==> config.mk <==
export PLATFORM = sky130hd
export DESIGN_NAME = rr_pkt_scheduler
export DESIGN_NICKNAME = d
export VERILOG_FILES = /design/src/rtl/rr_pkt_scheduler.sv
export SDC_FILE = /design/constraint.sdc
export NUM_CORES = 1
export LEC_CHECK = 0
export BUFFER_PORTS_ARGS = -buffer_cell sky130_fd_sc_hd__buf_4
export CORE_AREA = 2 2 245 247
export CTS_BUF_LIST = sky130_fd_sc_hd__clkbuf_2 sky130_fd_sc_hd__clkbuf_4 sky130_fd_sc_hd__clkbuf_8
export DETAILED_ROUTE_END_ITERATION = 8
export DIE_AREA = 0 0 247 249
export GPL_ROUTABILITY_DRIVEN = 1
export GPL_TIMING_DRIVEN = 1
export SLEW_MARGIN = 20
export SYNTH_ARGS = -nofsm -noshare
export SYNTH_HDL_FRONTEND = slang
export SYNTH_SLANG_ARGS = --single-unit
==> constraint.sdc <==
create_clock -name i_clk -period 4.05 [get_ports i_clk]
set_input_delay 0.6075 -clock i_clk [delete_from_list [all_inputs] [get_ports i_clk]]
set_output_delay 0.6075 -clock i_clk [all_outputs]
set_load 0.03 [all_outputs]
==> src/rtl/rr_pkt_scheduler.sv <==
// Three-channel round-robin AXI-Stream packet scheduler. It locks onto one requester per packet.
// An optional stall watchdog is compiled in when the ARB_WATCHDOG_EN macro is defined.
module rr_pkt_scheduler #(
  parameter int P_TIMEOUT = 1024
) (
  input  logic        i_clk,
  input  logic        i_rst,

  input  logic [63:0] s_axis_c0_data,
  input  logic [79:0] s_axis_c0_user,
  input  logic [7:0]  s_axis_c0_keep,
  input  logic        s_axis_c0_last,
  input  logic        s_axis_c0_valid,
  output logic        s_axis_c0_ready,

  input  logic [63:0] s_axis_c1_data,
  input  logic [79:0] s_axis_c1_user,
  input  logic [7:0]  s_axis_c1_keep,
  input  logic        s_axis_c1_last,
  input  logic        s_axis_c1_valid,
  output logic        s_axis_c1_ready,

  input  logic [63:0] s_axis_c2_data,
  input  logic [79:0] s_axis_c2_user,
  input  logic [7:0]  s_axis_c2_keep,
  input  logic        s_axis_c2_last,
  input  logic        s_axis_c2_valid,
  output logic        s_axis_c2_ready,

  output logic [63:0] m_axis_out_data,
  output logic [79:0] m_axis_out_user,
  output logic [7:0]  m_axis_out_keep,
  output logic        m_axis_out_last,
  output logic        m_axis_out_valid,
  input  logic        m_axis_out_ready,

  output logic [1:0]  o_grant,
  output logic        o_busy,
  output logic        o_timeout
);

  if (P_TIMEOUT < 2 || P_TIMEOUT > 65535) begin : g_bad_timeout
    $error("rr_pkt_scheduler: P_TIMEOUT must be in 2..65535");
  end

  typedef enum logic {
    ST_IDLE = 1'b0,
    ST_BUSY = 1'b1
  } state_e;

  state_e     state_q, state_d;
  logic [1:0] rr_ptr_q, rr_ptr_d;
  logic [1:0] grant_q, grant_d;

  logic [2:0] in_valid;
  logic [1:0] cand0, cand1, cand2;
  logic       sel_found;
  logic [1:0] sel_idx;
  logic       xfer;
  logic       wd_fire;

  function automatic logic [1:0] inc_mod3(input logic [1:0] idx);
    return (idx == 2'd2) ? 2'd0 : idx + 2'd1;
  endfunction

  assign in_valid = {s_axis_c2_valid, s_axis_c1_valid, s_axis_c0_valid};

  // Search order starts at the round-robin pointer and wraps modulo 3.
  assign cand0     = rr_ptr_q;
  assign cand1     = inc_mod3(cand0);
  assign cand2     = inc_mod3(cand1);
  assign sel_found = |in_valid;
  assign sel_idx   = in_valid[cand0] ? cand0 :
                     in_valid[cand1] ? cand1 : cand2;

  // Output mux: zero in IDLE (and therefore in reset), a pass-through of the granted channel in BUSY.
  always_comb begin
    // NOTE: every signal gets a default before the case so no path leaves it unassigned (no latches).
    m_axis_out_data  = '0;
    m_axis_out_user  = '0;
    m_axis_out_keep  = '0;
    m_axis_out_last  = 1'b0;
    m_axis_out_valid = 1'b0;
    s_axis_c0_ready  = 1'b0;
    s_axis_c1_ready  = 1'b0;
    s_axis_c2_ready  = 1'b0;
    if (state_q == ST_BUSY) begin
      case (grant_q)
        2'd0: begin
          m_axis_out_data  = s_axis_c0_data;
          m_axis_out_user  = s_axis_c0_user;
          m_axis_out_keep  = s_axis_c0_keep;
          m_axis_out_last  = s_axis_c0_last;
          m_axis_out_valid = s_axis_c0_valid;
          s_axis_c0_ready  = m_axis_out_ready;
        end
        2'd1: begin
          m_axis_out_data  = s_axis_c1_data;
          m_axis_out_user  = s_axis_c1_user;
          m_axis_out_keep  = s_axis_c1_keep;
          m_axis_out_last  = s_axis_c1_last;
          m_axis_out_valid = s_axis_c1_valid;
          s_axis_c1_ready  = m_axis_out_ready;
        end
        2'd2: begin
          m_axis_out_data  = s_axis_c2_data;
          m_axis_out_user  = s_axis_c2_user;
          m_axis_out_keep  = s_axis_c2_keep;
          m_axis_out_last  = s_axis_c2_last;
          m_axis_out_valid = s_axis_c2_valid;
          s_axis_c2_ready  = m_axis_out_ready;
        end
        default: ;
      endcase
    end
  end

  assign xfer = m_axis_out_valid & m_axis_out_ready;

  always_comb begin
    state_d  = state_q;
    rr_ptr_d = rr_ptr_q;
    grant_d  = grant_q;
    case (state_q)
      ST_IDLE: begin
        if (sel_found) begin
          grant_d = sel_idx;
          state_d = ST_BUSY;
        end
      end
      ST_BUSY: begin
        // The final beat and a watchdog release both end the packet and advance the pointer past this grant.
        if ((xfer && m_axis_out_last) || wd_fire) begin
          state_d  = ST_IDLE;
          rr_ptr_d = inc_mod3(grant_q);
        end
      end
      default: state_d = ST_IDLE;
    endcase
  end

  always_ff @(posedge i_clk or posedge i_rst) begin
    if (i_rst) begin
      state_q  <= ST_IDLE;
      rr_ptr_q <= 2'd0;
      grant_q  <= 2'd0;
    end else begin
      // NOTE: non-blocking assignments so every flop samples pre-edge values.
      state_q  <= state_d;
      rr_ptr_q <= rr_ptr_d;
      grant_q  <= grant_d;
    end
  end

  assign o_grant = grant_q;
  assign o_busy  = (state_q == ST_BUSY);

`ifdef ARB_WATCHDOG_EN
  localparam logic [15:0] WD_LIMIT = 16'(P_TIMEOUT);

  logic [15:0] wd_cnt_q, wd_cnt_d;
  logic        timeout_q, timeout_d;

  // A transfer takes priority over the limit. The count is also held at zero outside BUSY,
  // so every grant starts from a cleared counter.
  always_comb begin
    wd_cnt_d = wd_cnt_q;
    wd_fire  = 1'b0;
    if (state_q != ST_BUSY || xfer) begin
      wd_cnt_d = '0;
    end else if (wd_cnt_q + 16'd1 == WD_LIMIT) begin
      wd_fire  = 1'b1;
      wd_cnt_d = '0;
    end else begin
      wd_cnt_d = wd_cnt_q + 16'd1;
    end
    timeout_d = wd_fire;
  end

  always_ff @(posedge i_clk or posedge i_rst) begin
    if (i_rst) begin
      wd_cnt_q  <= '0;
      timeout_q <= 1'b0;
    end else begin
      wd_cnt_q  <= wd_cnt_d;
      timeout_q <= timeout_d;
    end
  end

  assign o_timeout = timeout_q;
`else
  assign wd_fire   = 1'b0;
  assign o_timeout = 1'b0;
`endif

endmodule

==> results.cfg <==
[place]
routabilityCongestion = 0.8695
hpwl_dp_um = 34980
placed_area_um2 = 9607
port_buffers = 624

[synthesis]
synth_fp_nets = 1185
synth-seq-cells = 5
synth.lib_cells_used.distinct = 27
most_frequently_used_flop_master_after_synthesis = dfrtp_1
syn_avg_cell_area_um2 = 5.757
ys_top_cells_by_area = mux2i_1 37%, nor2_1 28%, a21oi_1 19%
synth.yosys.seq_area_share_pct = 3.018
synth_most_common_cell = nor2_1
async_reset_ff_share_pct = 100.0
synth.top_cell.area_share_pct = 37.19
yosys.area.top_type = mux2i_1
synth_area_um2 = 4145
syn_inst_count = 720
synth_edf_count = 0
ys_warns = 0
netlist_top_cells_count = 307 x nor2_1, 154 x a21oi_1, 154 x mux2i_1

[cts]
cts_buffers = 3
cts.reportedPaths.clkPinSlew_ns = 0.04
postCtsResizedCells = 0
cts-hold-fix-buffers = 0
postCtsSetupRepairBufs = 0
cts_htree_levels = 1
clock_tree.root_cell = clkbuf_8
max-clock-path-buffers = 2
cts.sink_count = 5
clk_latency_worst_skew_pair_ns = 0.22
cts_tree = done

[floorplanning]
ios = 626
floorplan.rows = 89
core_area_um2 = 58690
floorplan.initialDensity_pct = 7.064
die_area_um2 = 61500
die_height_um = 249
dieWidth_um = 247

[detailed_routing]
route.final.wire_length_um = 40060
initialDrtViolationCount = 200
first_pass_iters = 4
routed_via_density = 3.536
wl_per_cell_um = 19.40
via_count = 7301
ant_nets = 0
drt_drc_violations_left = 0

[setup_path]
cp.required_ns = 3.44
worstSetupPathType = reg2out
critical_path.max_fanout = 60
critPathArrivalTime_ns = 2.45
crit-reg2reg-capture = cand0[0]
r2r_start = o_grant[1]
startpoint_type = register
reg2reg_depth = 5
setup.reg_to_reg.worst_slack_ns = 1.69
crit_path_end_kind = primary output

[sta]
max_slew.worst_pin.slew_ns = 0.7779
setup_violations = 0
slew-limit-headroom_pct = 48.14
period_needed_ns = 3.061
setup_total_negative_slack_ns = 0
finalCritPeriodShare_pct = 75.59
clock_skew_ns = 0.003366
final_hold_viol_count = 0
timing_max_transition_violations_final = 0
fmax_mhz = 326.6
rsz_0062_raised_after_global_routing = false

[outcome]
status = completed

[job]
drv_cap = 0

[final_layout]
postLayoutCellArea_um2 = 9663
area.growth.synth_to_final_pct = 133.1
final_layout_size_suffix_gt1_share_pct = 50.08
nets = 1754

[global_routing]
number_of_global_route_vias_before_repair = 7270
first_pass_grt_wire_length_um = 52610
grt_max_degree = 163
globalRouteTotalUtil_pct = 11.99
grt_antenna_before_repair = 22
gr-total-overflow = 0

[pwr]
ir_worst_vdd_uv = 393.7
p_leak_nw = 5.109
power.density_nw_per_um2 = 726.1
design_power_total_mw = 7.017

[min_path]
hold_class = in2async
## where the power goes
group / internal, mW / switching, mW
clock network: 0.0662 / 0.0263
logic: 2.56 / 4.19
registers: 0.0761 / 0.105
## kinds of logic after synthesis
logic type             share of synthesized area, %
AO/OA/AOI/OAI                                 19.92
buffers and inverters                         9.538
AND/OR/NAND/NOR                               29.70
multiplexers                                  37.73
flip-flops                                    3.018
other                                       0.09047
## flip-flops by register name (all words and copies together), names as in the netlist
name,flops
o_grant,2
o_busy,1
cand0,2
## layer usage
layer,track usage (%),vias to the layer above,wire (um),part of all wire (%)
met1,13.41,3238,15430,39
li1,-,3565,-,-
met3,2.004,54,2942,7.3
met5,0,-,34,0.085
met4,1.910,6,770,1.9
met2,23.55,438,20880,52
## per-stage QoR
| step | hold slack (ns) | setup slack, ns | utilization (%) | std cells |
|---|---|---|---|---|
| 2_1_floorplan | 0.3860 | 1.614 | - | 720 |
| 3_3_place_gp | 0.5518 | 1.176 | 16.37 | 2057 |
| 3_5_place_dp | 0.5633 | 1.164 | 16.37 | 2057 |
| 4_1_cts | 0.3241 | 0.9231 | 16.45 | 2061 |
| 5_1_grt | 0.3287 | 0.7928 | 16.46 | 2064 |
| 6_report | 0.3151 | 0.9886 | 16.47 | 2065 |
## cells in the final DEF (no fill, tap or decap), types with 2 or more instances in the layout
cell type	count
a21oi_1	154
and2_1	2
buf_12	7
buf_4	628
clkbuf_8	3
dfrtp_1	3
dfrtp_4	2
diode_2	4
inv_1	3
mux2_2	2
mux2i_1	154
nand2_1	4
nand3b_1	2
nor2_1	307
nor3_1	2
o21ai_1	2
## how the worst max path moves through the flow
stage | start | to | slack [ns] | cells after the start
3_5_place_dp | o_grant[1] | m_axis_out_user[21] | 1.16 | 7
2_1_floorplan | o_grant[1] | s_axis_c2_ready | 1.61 | 4
3_3_place_gp | o_grant[1] | m_axis_out_user[75] | 1.18 | 5
4_1_cts | o_grant[1] | m_axis_out_user[21] | 0.92 | 7
6_report | o_grant[1] | m_axis_out_user[39] | 0.99 | 7
5_1_grt | o_grant[1] | m_axis_out_user[39] | 0.79 | 7
## layout make-up
class	instances	area (um2)
well taps	773	967.2
flip-flops and latches	5	132.6
clock inverters	1	5.005
repair buffers	635	4855
multi-input cells	640	3632
inverters	4	20.02
diodes	4	10.01
fillers	6882	49020
clock buffers	3	41.29
## critical path, stage by stage, from the launching register on
cell     delay (ns)
dfrtp_4        0.76
buf_12         0.40
buf_4          0.35
mux2i_1        0.22
nor2_1         0.06
a21oi_1        0.16
nor2_1         0.05
buf_4          0.19
Note: power is estimated with default switching activity, not from simulation.
